## config.mk

```make
export PLATFORM = sky130hd
export DESIGN_NAME = stage_ex
export DESIGN_NICKNAME = d
export VERILOG_FILES = /design/src/rtl/cpu_pkg.sv /design/src/rtl/mul_seq8.sv /design/src/rtl/stage_ex.sv
export SDC_FILE = /design/constraint.sdc
export NUM_CORES = 1
export LEC_CHECK = 0
export BUFFER_PORTS_ARGS = -buffer_cell sky130_fd_sc_hd__buf_4
export CAP_MARGIN = 30
export CORE_UTILIZATION = 45
export CTS_CLUSTER_DIAMETER = 30
export DETAILED_ROUTE_END_ITERATION = 8
export PLACE_DENSITY = 0.68
export SETUP_SLACK_MARGIN = 0.15
export SLEW_MARGIN = 20
export SYNTH_ARGS = -nofsm -noshare
export SYNTH_HDL_FRONTEND = slang
export SYNTH_HIERARCHICAL = 1
export SYNTH_SLANG_ARGS = --single-unit
```

## constraint.sdc

```tcl
create_clock -name clk -period 3.5 [get_ports clk]
set_input_delay 0.35 -clock clk [delete_from_list [all_inputs] [get_ports clk]]
set_output_delay 0.35 -clock clk [all_outputs]
set_load 0.03 [all_outputs]
```

## src/rtl/cpu_pkg.sv

```systemverilog
// Shared definitions for the 8-bit pipelined core: ALU op codes, forwarding
// selects and the execute-stage FSM encoding.
package cpu_pkg;

  localparam logic [3:0] ALU_ADD  = 4'd0;
  localparam logic [3:0] ALU_SUB  = 4'd1;
  localparam logic [3:0] ALU_AND  = 4'd2;
  localparam logic [3:0] ALU_OR   = 4'd3;
  localparam logic [3:0] ALU_XOR  = 4'd4;
  localparam logic [3:0] ALU_SLL  = 4'd5;
  localparam logic [3:0] ALU_SRL  = 4'd6;
  localparam logic [3:0] ALU_SLT  = 4'd7;
  localparam logic [3:0] ALU_MUL  = 4'd8;
  localparam logic [3:0] ALU_MULH = 4'd9;

  localparam logic [1:0] FWD_ID  = 2'b00;
  localparam logic [1:0] FWD_WB  = 2'b01;
  localparam logic [1:0] FWD_MEM = 2'b10;

  typedef enum logic {
    EX_IDLE = 1'b0,
    EX_BUSY = 1'b1
  } ex_state_e;

  // Encoding 2'b11 falls back to the ID operand.
  function automatic logic [7:0] fwd_select(input logic [1:0] sel, input logic [7:0] id_val,
                                            input logic [7:0] wb_val, input logic [7:0] mem_val);
    logic [7:0] res;
    res = id_val;
    if (sel == FWD_WB) res = wb_val;
    else if (sel == FWD_MEM) res = mem_val;
    return res;
  endfunction

endpackage

```

## src/rtl/mul_seq8.sv

```systemverilog
// Iterative shift-add multiplier: one partial product per cycle, with the
// final sum presented combinationally during the last iteration.
module mul_seq8
  import cpu_pkg::*;
#(
  parameter int unsigned MUL_CYCLES = 8
) (
  input  logic        clk,
  input  logic        reset,
  input  logic        start,
  input  logic        abort,
  input  logic [7:0]  a,
  input  logic [7:0]  b,
  output logic        busy,
  output logic        last,
  output logic [15:0] product
);

  localparam int unsigned CntW = (MUL_CYCLES > 1) ? $clog2(MUL_CYCLES) : 1;
  localparam logic [CntW-1:0] CntLast = CntW'(MUL_CYCLES - 1);

  ex_state_e       state_q;
  logic [CntW-1:0] cnt_q;
  logic [15:0]     mcand_q;
  logic [15:0]     acc_q;
  logic [7:0]      mplier_q;
  logic [15:0]     acc_step;

  assign acc_step = acc_q + (mplier_q[0] ? mcand_q : 16'h0000);

  always_ff @(posedge clk) begin
    if (reset) begin
      state_q  <= EX_IDLE;
      cnt_q    <= '0;
      mcand_q  <= '0;
      acc_q    <= '0;
      mplier_q <= '0;
    end else begin
      unique case (state_q)
        EX_IDLE: begin
          if (start) begin
            state_q  <= EX_BUSY;
            cnt_q    <= '0;
            acc_q    <= '0;
            mcand_q  <= {8'h00, a};
            mplier_q <= b;
          end
        end
        EX_BUSY: begin
          if (abort || (cnt_q == CntLast)) begin
            state_q <= EX_IDLE;
            cnt_q   <= '0;
          end else begin
            acc_q    <= acc_step;
            mcand_q  <= mcand_q << 1;
            mplier_q <= mplier_q >> 1;
            cnt_q    <= cnt_q + CntW'(1);
          end
        end
      endcase
    end
  end

  assign busy    = (state_q == EX_BUSY);
  assign last    = busy && (cnt_q == CntLast);
  // Includes the final partial product, valid while last is high.
  assign product = acc_step;

endmodule

```

## src/rtl/stage_ex.sv

```systemverilog
// Execute stage: operand forwarding, single-cycle ALU, multicycle multiply
// with upstream stall, and the EX/MEM pipeline register.
module stage_ex
  import cpu_pkg::*;
#(
  parameter int unsigned MUL_CYCLES = 8
) (
  input  logic       clk,
  input  logic       reset,
  input  logic       flush,
  input  logic       valid_EX,
  input  logic [3:0] alu_op_EX,
  input  logic       alu_src_EX,
  input  logic [7:0] rs1_data_EX,
  input  logic [7:0] rs2_data_EX,
  input  logic [7:0] imm_EX,
  input  logic [1:0] forward_A,
  input  logic [1:0] forward_B,
  input  logic [7:0] result_WB,
  input  logic       MemRead_EX,
  input  logic       MemWrite_EX,
  input  logic       ResultSrc_EX,
  input  logic       RegWrite_EX,
  input  logic [2:0] rd_EX,
  output logic [7:0] alu_result_MEM,
  output logic [7:0] write_data_MEM,
  output logic       MemRead_MEM,
  output logic       MemWrite_MEM,
  output logic       ResultSrc_MEM,
  output logic       RegWrite_MEM,
  output logic [2:0] rd_MEM,
  output logic       stall_EX,
  output logic       mul_busy
);

  logic [7:0]  op_a;
  logic [7:0]  fwd_b;
  logic [7:0]  op_b;
  logic [7:0]  alu_res;
  logic        is_mul;
  logic        mul_start;
  logic        mul_last;
  logic [15:0] product;
  logic [7:0]  mul_byte;
  logic [3:0]  ctl_ex;

  logic [3:0]  op_q;
  logic [2:0]  rd_q;
  logic [3:0]  ctl_q;

  assign op_a   = fwd_select(forward_A, rs1_data_EX, result_WB, alu_result_MEM);
  assign fwd_b  = fwd_select(forward_B, rs2_data_EX, result_WB, alu_result_MEM);
  assign op_b   = alu_src_EX ? imm_EX : fwd_b;
  assign ctl_ex = {MemRead_EX, MemWrite_EX, ResultSrc_EX, RegWrite_EX};

  always_comb begin
    alu_res = 8'h00;
    case (alu_op_EX)
      ALU_ADD: alu_res = op_a + op_b;
      ALU_SUB: alu_res = op_a - op_b;
      ALU_AND: alu_res = op_a & op_b;
      ALU_OR:  alu_res = op_a | op_b;
      ALU_XOR: alu_res = op_a ^ op_b;
      ALU_SLL: alu_res = op_a << op_b[2:0];
      ALU_SRL: alu_res = op_a >> op_b[2:0];
      ALU_SLT: alu_res = ($signed(op_a) < $signed(op_b)) ? 8'h01 : 8'h00;
      default: alu_res = 8'h00;
    endcase
  end

  assign is_mul    = (alu_op_EX == ALU_MUL) || (alu_op_EX == ALU_MULH);
  assign mul_start = !mul_busy && valid_EX && is_mul && !flush;
  // The multiply holds the pipeline until its final iteration, when the
  // stalled ID/EX slot is released at the same edge the result retires.
  assign stall_EX  = (!mul_busy && valid_EX && is_mul) || (mul_busy && !mul_last);

  mul_seq8 #(
    .MUL_CYCLES(MUL_CYCLES)
  ) u_mul (
    .clk     (clk),
    .reset   (reset),
    .start   (mul_start),
    .abort   (flush),
    .a       (op_a),
    .b       (op_b),
    .busy    (mul_busy),
    .last    (mul_last),
    .product (product)
  );

  assign mul_byte = (op_q == ALU_MULH) ? product[15:8] : product[7:0];

  always_ff @(posedge clk) begin
    if (reset) begin
      op_q  <= '0;
      rd_q  <= '0;
      ctl_q <= '0;
    end else if (mul_start) begin
      op_q  <= alu_op_EX;
      rd_q  <= rd_EX;
      ctl_q <= ctl_ex;
    end
  end

  always_ff @(posedge clk) begin
    if (reset || flush || (stall_EX && !mul_last)) begin
      alu_result_MEM <= '0;
      write_data_MEM <= '0;
      {MemRead_MEM, MemWrite_MEM, ResultSrc_MEM, RegWrite_MEM} <= '0;
      rd_MEM         <= '0;
    end else if (mul_last) begin
      alu_result_MEM <= mul_byte;
      write_data_MEM <= '0;
      {MemRead_MEM, MemWrite_MEM, ResultSrc_MEM, RegWrite_MEM} <= ctl_q;
      rd_MEM         <= rd_q;
    end else if (valid_EX && !is_mul) begin
      alu_result_MEM <= alu_res;
      write_data_MEM <= fwd_b;
      {MemRead_MEM, MemWrite_MEM, ResultSrc_MEM, RegWrite_MEM} <= ctl_ex;
      rd_MEM         <= rd_EX;
    end else begin
      alu_result_MEM <= '0;
      write_data_MEM <= '0;
      {MemRead_MEM, MemWrite_MEM, ResultSrc_MEM, RegWrite_MEM} <= '0;
      rd_MEM         <= '0;
    end
  end

endmodule

```

==> impl_summary.log <==
INFO  metric mostFrequentLayoutCells = buf_4, dfxtp_1, nor2_1
INFO  metric antenna_cells = 0
INFO  metric yosysSeqAreaShare = 0.252
INFO  metric ys_warnings = 6
INFO  metric timing.critical_path.slowest_stage_cell = fa_1
INFO  metric final_period_minus_worst_setup_slack = 3.21 ns
INFO  metric critPathKind = reg -> reg
INFO  metric share_comb_of_total_power = 0.250
INFO  metric clk_pin_slew = 0.06 ns
INFO  metric drt-wirelength-per-cell = 18.9 um
INFO  metric initialDrtViolationCount = 570
INFO  metric report.final.slew_viol_count = 0
INFO  metric crit-reg2reg-capture = alu_result_MEM[2]$_SDFF_PP0_
INFO  metric grt_setup_unrepaired = no
INFO  metric drc = 0
INFO  metric rows = 42
INFO  metric yosys.cell_types.count = 86
INFO  metric die_x = 119 um
INFO  metric dp_area = 6950 sq um
INFO  metric crit-reg2reg-launch = u_mul/mplier_q[0]$_SDFFE_PP0P_
INFO  metric worst_r2r_path_cells = 13
INFO  metric cts_max_level = 3
INFO  metric power-per-cell-area = 332 nW/um^2
INFO  metric power.share.switching = 0.320
INFO  metric final-seq-area = 1570 sq um
INFO  metric start_util = 0.465
INFO  metric tritoncts = done
INFO  metric cp.required = 3.72 ns
INFO  metric layout_commonest_cell = buf_4
INFO  metric number_of_fill_cells_in_the_layout = 1267
INFO  metric number_of_synthesized_flops_with_an_enable_pin = 0
INFO  metric cts.hold.buffers_added = 0
INFO  metric hold_path_startpoint = MemWrite_EX
INFO  metric fin_worst_skew = 0.00865 ns
INFO  metric die_h = 119 um
INFO  metric max_clock_freq = 0.311 GHz
INFO  metric cts.root.buffer_cell = clkbuf_16
INFO  metric timing.final.hold_violations = 0
INFO  metric number_of_global_route_vias_before_repair = 5845
INFO  metric reported_max_cap_violation_count = 0
INFO  metric synth.net_count = 854
INFO  metric worst_ir_drop_vdd = 0.312 mV
INFO  metric cts_buffers = 9
INFO  metric cts.path.max_buffers = 2
INFO  metric internal_power = 0.00164 W
INFO  metric grt_first_pass_wirelength = 30.5 mm
INFO  metric average_size_of_a_mapped_cell = 8.22 sq um
INFO  metric final_design_area_no_fill = 7260 sq um
INFO  metric setup_viol = 0
INFO  metric cell_area_after_synthesis = 6210 sq um
INFO  metric power.net_switching = 0.000769 W
INFO  metric cts.sinks = 78
INFO  metric yosys_register_bits = 78
INFO  metric max-slew-margin-rel = 0.411
INFO  metric postSynthCellCount = 755
INFO  metric fin_tns_setup = 0 ns
INFO  metric report.power.total = 0.00241 W
INFO  metric cp-start-kind = register
INFO  metric max_stage_delay = 0.41 ns
INFO  metric globalRoute.totalOverflow = 0
INFO  metric finalWorstSetupSlack = 0.288 ns
INFO  metric area_growth_syn_to_layout = 16.9%
INFO  metric finalCritPeriodShare = 0.918
INFO  metric grt_use_total = 0.272
INFO  metric number_of_antenna_violations_at_the_first_check_in_global_routing = 0
INFO  metric cp-end-kind = register
INFO  metric route.antenna.remaining_nets = 0
INFO  metric power.leakage = 3.03 nW
INFO  metric num-nets-final = 920
INFO  metric multiInputGateArea = 4290 sq um
INFO  metric detailedPlacementHpwl = 14.6 mm
INFO  metric path_max_fanout = 18
INFO  metric slew_at_the_pin_with_the_worst_max_slew_slack = 0.877 ns
INFO  metric dr_total_vias = 6046
INFO  metric detail_route.first_pass.iterations = 6
INFO  metric r2r_slack = 0.29 ns
INFO  metric worst_hold_path.endpoint = MemWrite_MEM$_SDFF_PP0_
INFO  metric synth-main-ff-cell = dfxtp_1
INFO  metric synthArstFlopShare = 0
INFO  metric timing.hold.worst.class = in -> reg
INFO  metric wl = 18.9 mm
INFO  metric number_of_input_and_output_port_buffers_inserted = 76
INFO  metric final_layout_size_suffix_gt1_frac = 0.191
INFO  metric worstHoldPathCells = 2
INFO  metric top_level_ports = 77
INFO  metric die-area = 14300 sq um
INFO  metric final_gp_congestion = 0.966
INFO  metric placeableCoreArea = 13300 sq um
INFO  metric largest_net_degree_at_the_start_of_global_routing = 51
INFO  metric share_clk_of_total_power = 0.372
INFO  metric place_worst_setup_slack = 0.122 ns
INFO  metric clkLatencyLatePin = 0.35 ns
INFO  metric vias_per_cell = 6.03
INFO  metric run_status = finished clean
INFO  metric crit_path_cell_trace = and2_1 > ha_1 > fa_1 > a21oi_1 > o211ai_1 > and2_1 > a41oi_2 > xnor2_1 > mux2_2 > nand2_1 > o221ai_1 > a221oi_1 > a221oi_1
INFO  metric share_seq_of_total_power = 0.378
INFO  metric critical_path_arrival = 3.43 ns
[repair_timing]
item	4_1_cts	5_1_grt
endpoints found under the setup margin	1	3
buffers inserted	0	0
resized for setup	1	7
[logic make-up after synthesis]
group                      count (synthesis)  synth area share
and+or+nand+nor                          264             0.210
adders and majority gates                 47            0.0984
AOI/OAI and AO/OA                        213             0.253
DFF                                       78             0.252
muxes                                     58            0.0996
buffers and inverters                     79            0.0623
xor gates and xnor gates                  16            0.0256
[per-stage QoR]
stage | cells | hold WS (ns) | util
5_1_grt | 1002 | 0.219 | 0.544
6_report | 1002 | 0.223 | 0.544
3_3_place_gp | 986 | 0.441 | 0.520
3_5_place_dp | 986 | 0.450 | 0.520
4_1_cts | 1002 | 0.211 | 0.542
2_1_floorplan | 755 | 0.426 | -
[Yosys cell counts, types with 5 or more instances]
master,number,area share
a221oi_1,7,0.0099
buf_2,15,0.012
and2_1,21,0.021
nor3_1,18,0.015
nor2_1,71,0.043
nor2b_1,6,0.0060
xnor2_1,8,0.011
nand3_1,42,0.034
o221ai_1,6,0.0085
o21ai_1,6,0.0048
buf_6,6,0.011
inv_1,31,0.019
o21a_1,9,0.011
nand2b_1,11,0.011
o211ai_1,5,0.0060
ha_1,44,0.089
a31oi_1,13,0.013
o22ai_1,5,0.0050
xor2_1,7,0.0099
nand2_1,62,0.037
nor3b_1,6,0.0073
clkbuf_1,19,0.011
a21oi_1,43,0.035
a22o_1,14,0.020
o21ai_2,5,0.0071
o21ai_0,20,0.016
mux2i_1,50,0.081
nand3b_1,5,0.0060
a211oi_1,25,0.030
dfxtp_1,78,0.25
[registers in the layout (all words and copies together) (netlist names)]
signal,flops
write_data_MEM,8
RegWrite_MEM,1
u_mul/mcand_q,16
ctl_q,4
rd_MEM,3
MemRead_MEM,1
u_mul/acc_q,16
u_mul/cnt_q,3
MemWrite_MEM,1
u_mul/mplier_q,8
op_q,4
ResultSrc_MEM,1
u_mul/busy,1
rd_q,3
alu_result_MEM,8
[how the worst max path moves through the flow]
stage / endpoint / start / slack (ns)
2_1_floorplan: alu_result_MEM[7]$_SDFF_PP0_ / u_mul/mplier_q[0]$_SDFFE_PP0P_ / 0.50
3_3_place_gp: alu_result_MEM[7]$_SDFF_PP0_ / u_mul/mplier_q[0]$_SDFFE_PP0P_ / 0.24
3_5_place_dp: alu_result_MEM[7]$_SDFF_PP0_ / u_mul/mplier_q[0]$_SDFFE_PP0P_ / 0.12
4_1_cts: alu_result_MEM[7]$_SDFF_PP0_ / u_mul/mplier_q[0]$_SDFFE_PP0P_ / 0.27
5_1_grt: alu_result_MEM[7]$_SDFF_PP0_ / u_mul/mplier_q[0]$_SDFFE_PP0P_ / 0.13
6_report: alu_result_MEM[2]$_SDFF_PP0_ / u_mul/mplier_q[0]$_SDFFE_PP0P_ / 0.29
[metal layers]
metal  part of all wire  GRT usage  vias up
met5                  0          0        -
met4              0.038      0.132        0
met3              0.089     0.0536       53
met2               0.44      0.415      292
met1               0.44      0.365     2808
li1                   -          -     2893
[power groups by stage]
stage | sequential (W) | clock, W | combinational (W)
3_3_place_gp | 0.000928 | 0 | 0.000583
2_1_floorplan | 0.000937 | 0 | 0.000388
4_1_cts | 0.000909 | 0.000917 | 0.000592
6_report | 0.000909 | 0.000896 | 0.000603
5_1_grt | 0.000910 | 0.000959 | 0.000653
3_5_place_dp | 0.000929 | 0 | 0.000590
[worst max-delay path: cells and delay by family (launching register included)]
family | cells | cell delay, ns
AND/OR/NAND/NOR | 3 | 0.52
XOR/XNOR | 1 | 0.11
adder cells (fa/ha/maj) | 2 | 0.64
AO/OA/AOI/OAI | 6 | 1.13
flip-flops | 1 | 0.40
multiplexers | 1 | 0.27
[final cells by class]
cell class / count / area share
multi-input cells: 598 / 0.592
flip-flops and latches: 78 / 0.216
repair buffers: 100 / 0.105
clock buffers: 10 / 0.0329
well taps: 176 / 0.0303
inverters: 34 / 0.0179
clock inverters: 6 / 0.00621
Power figures use the tool's default switching activity.
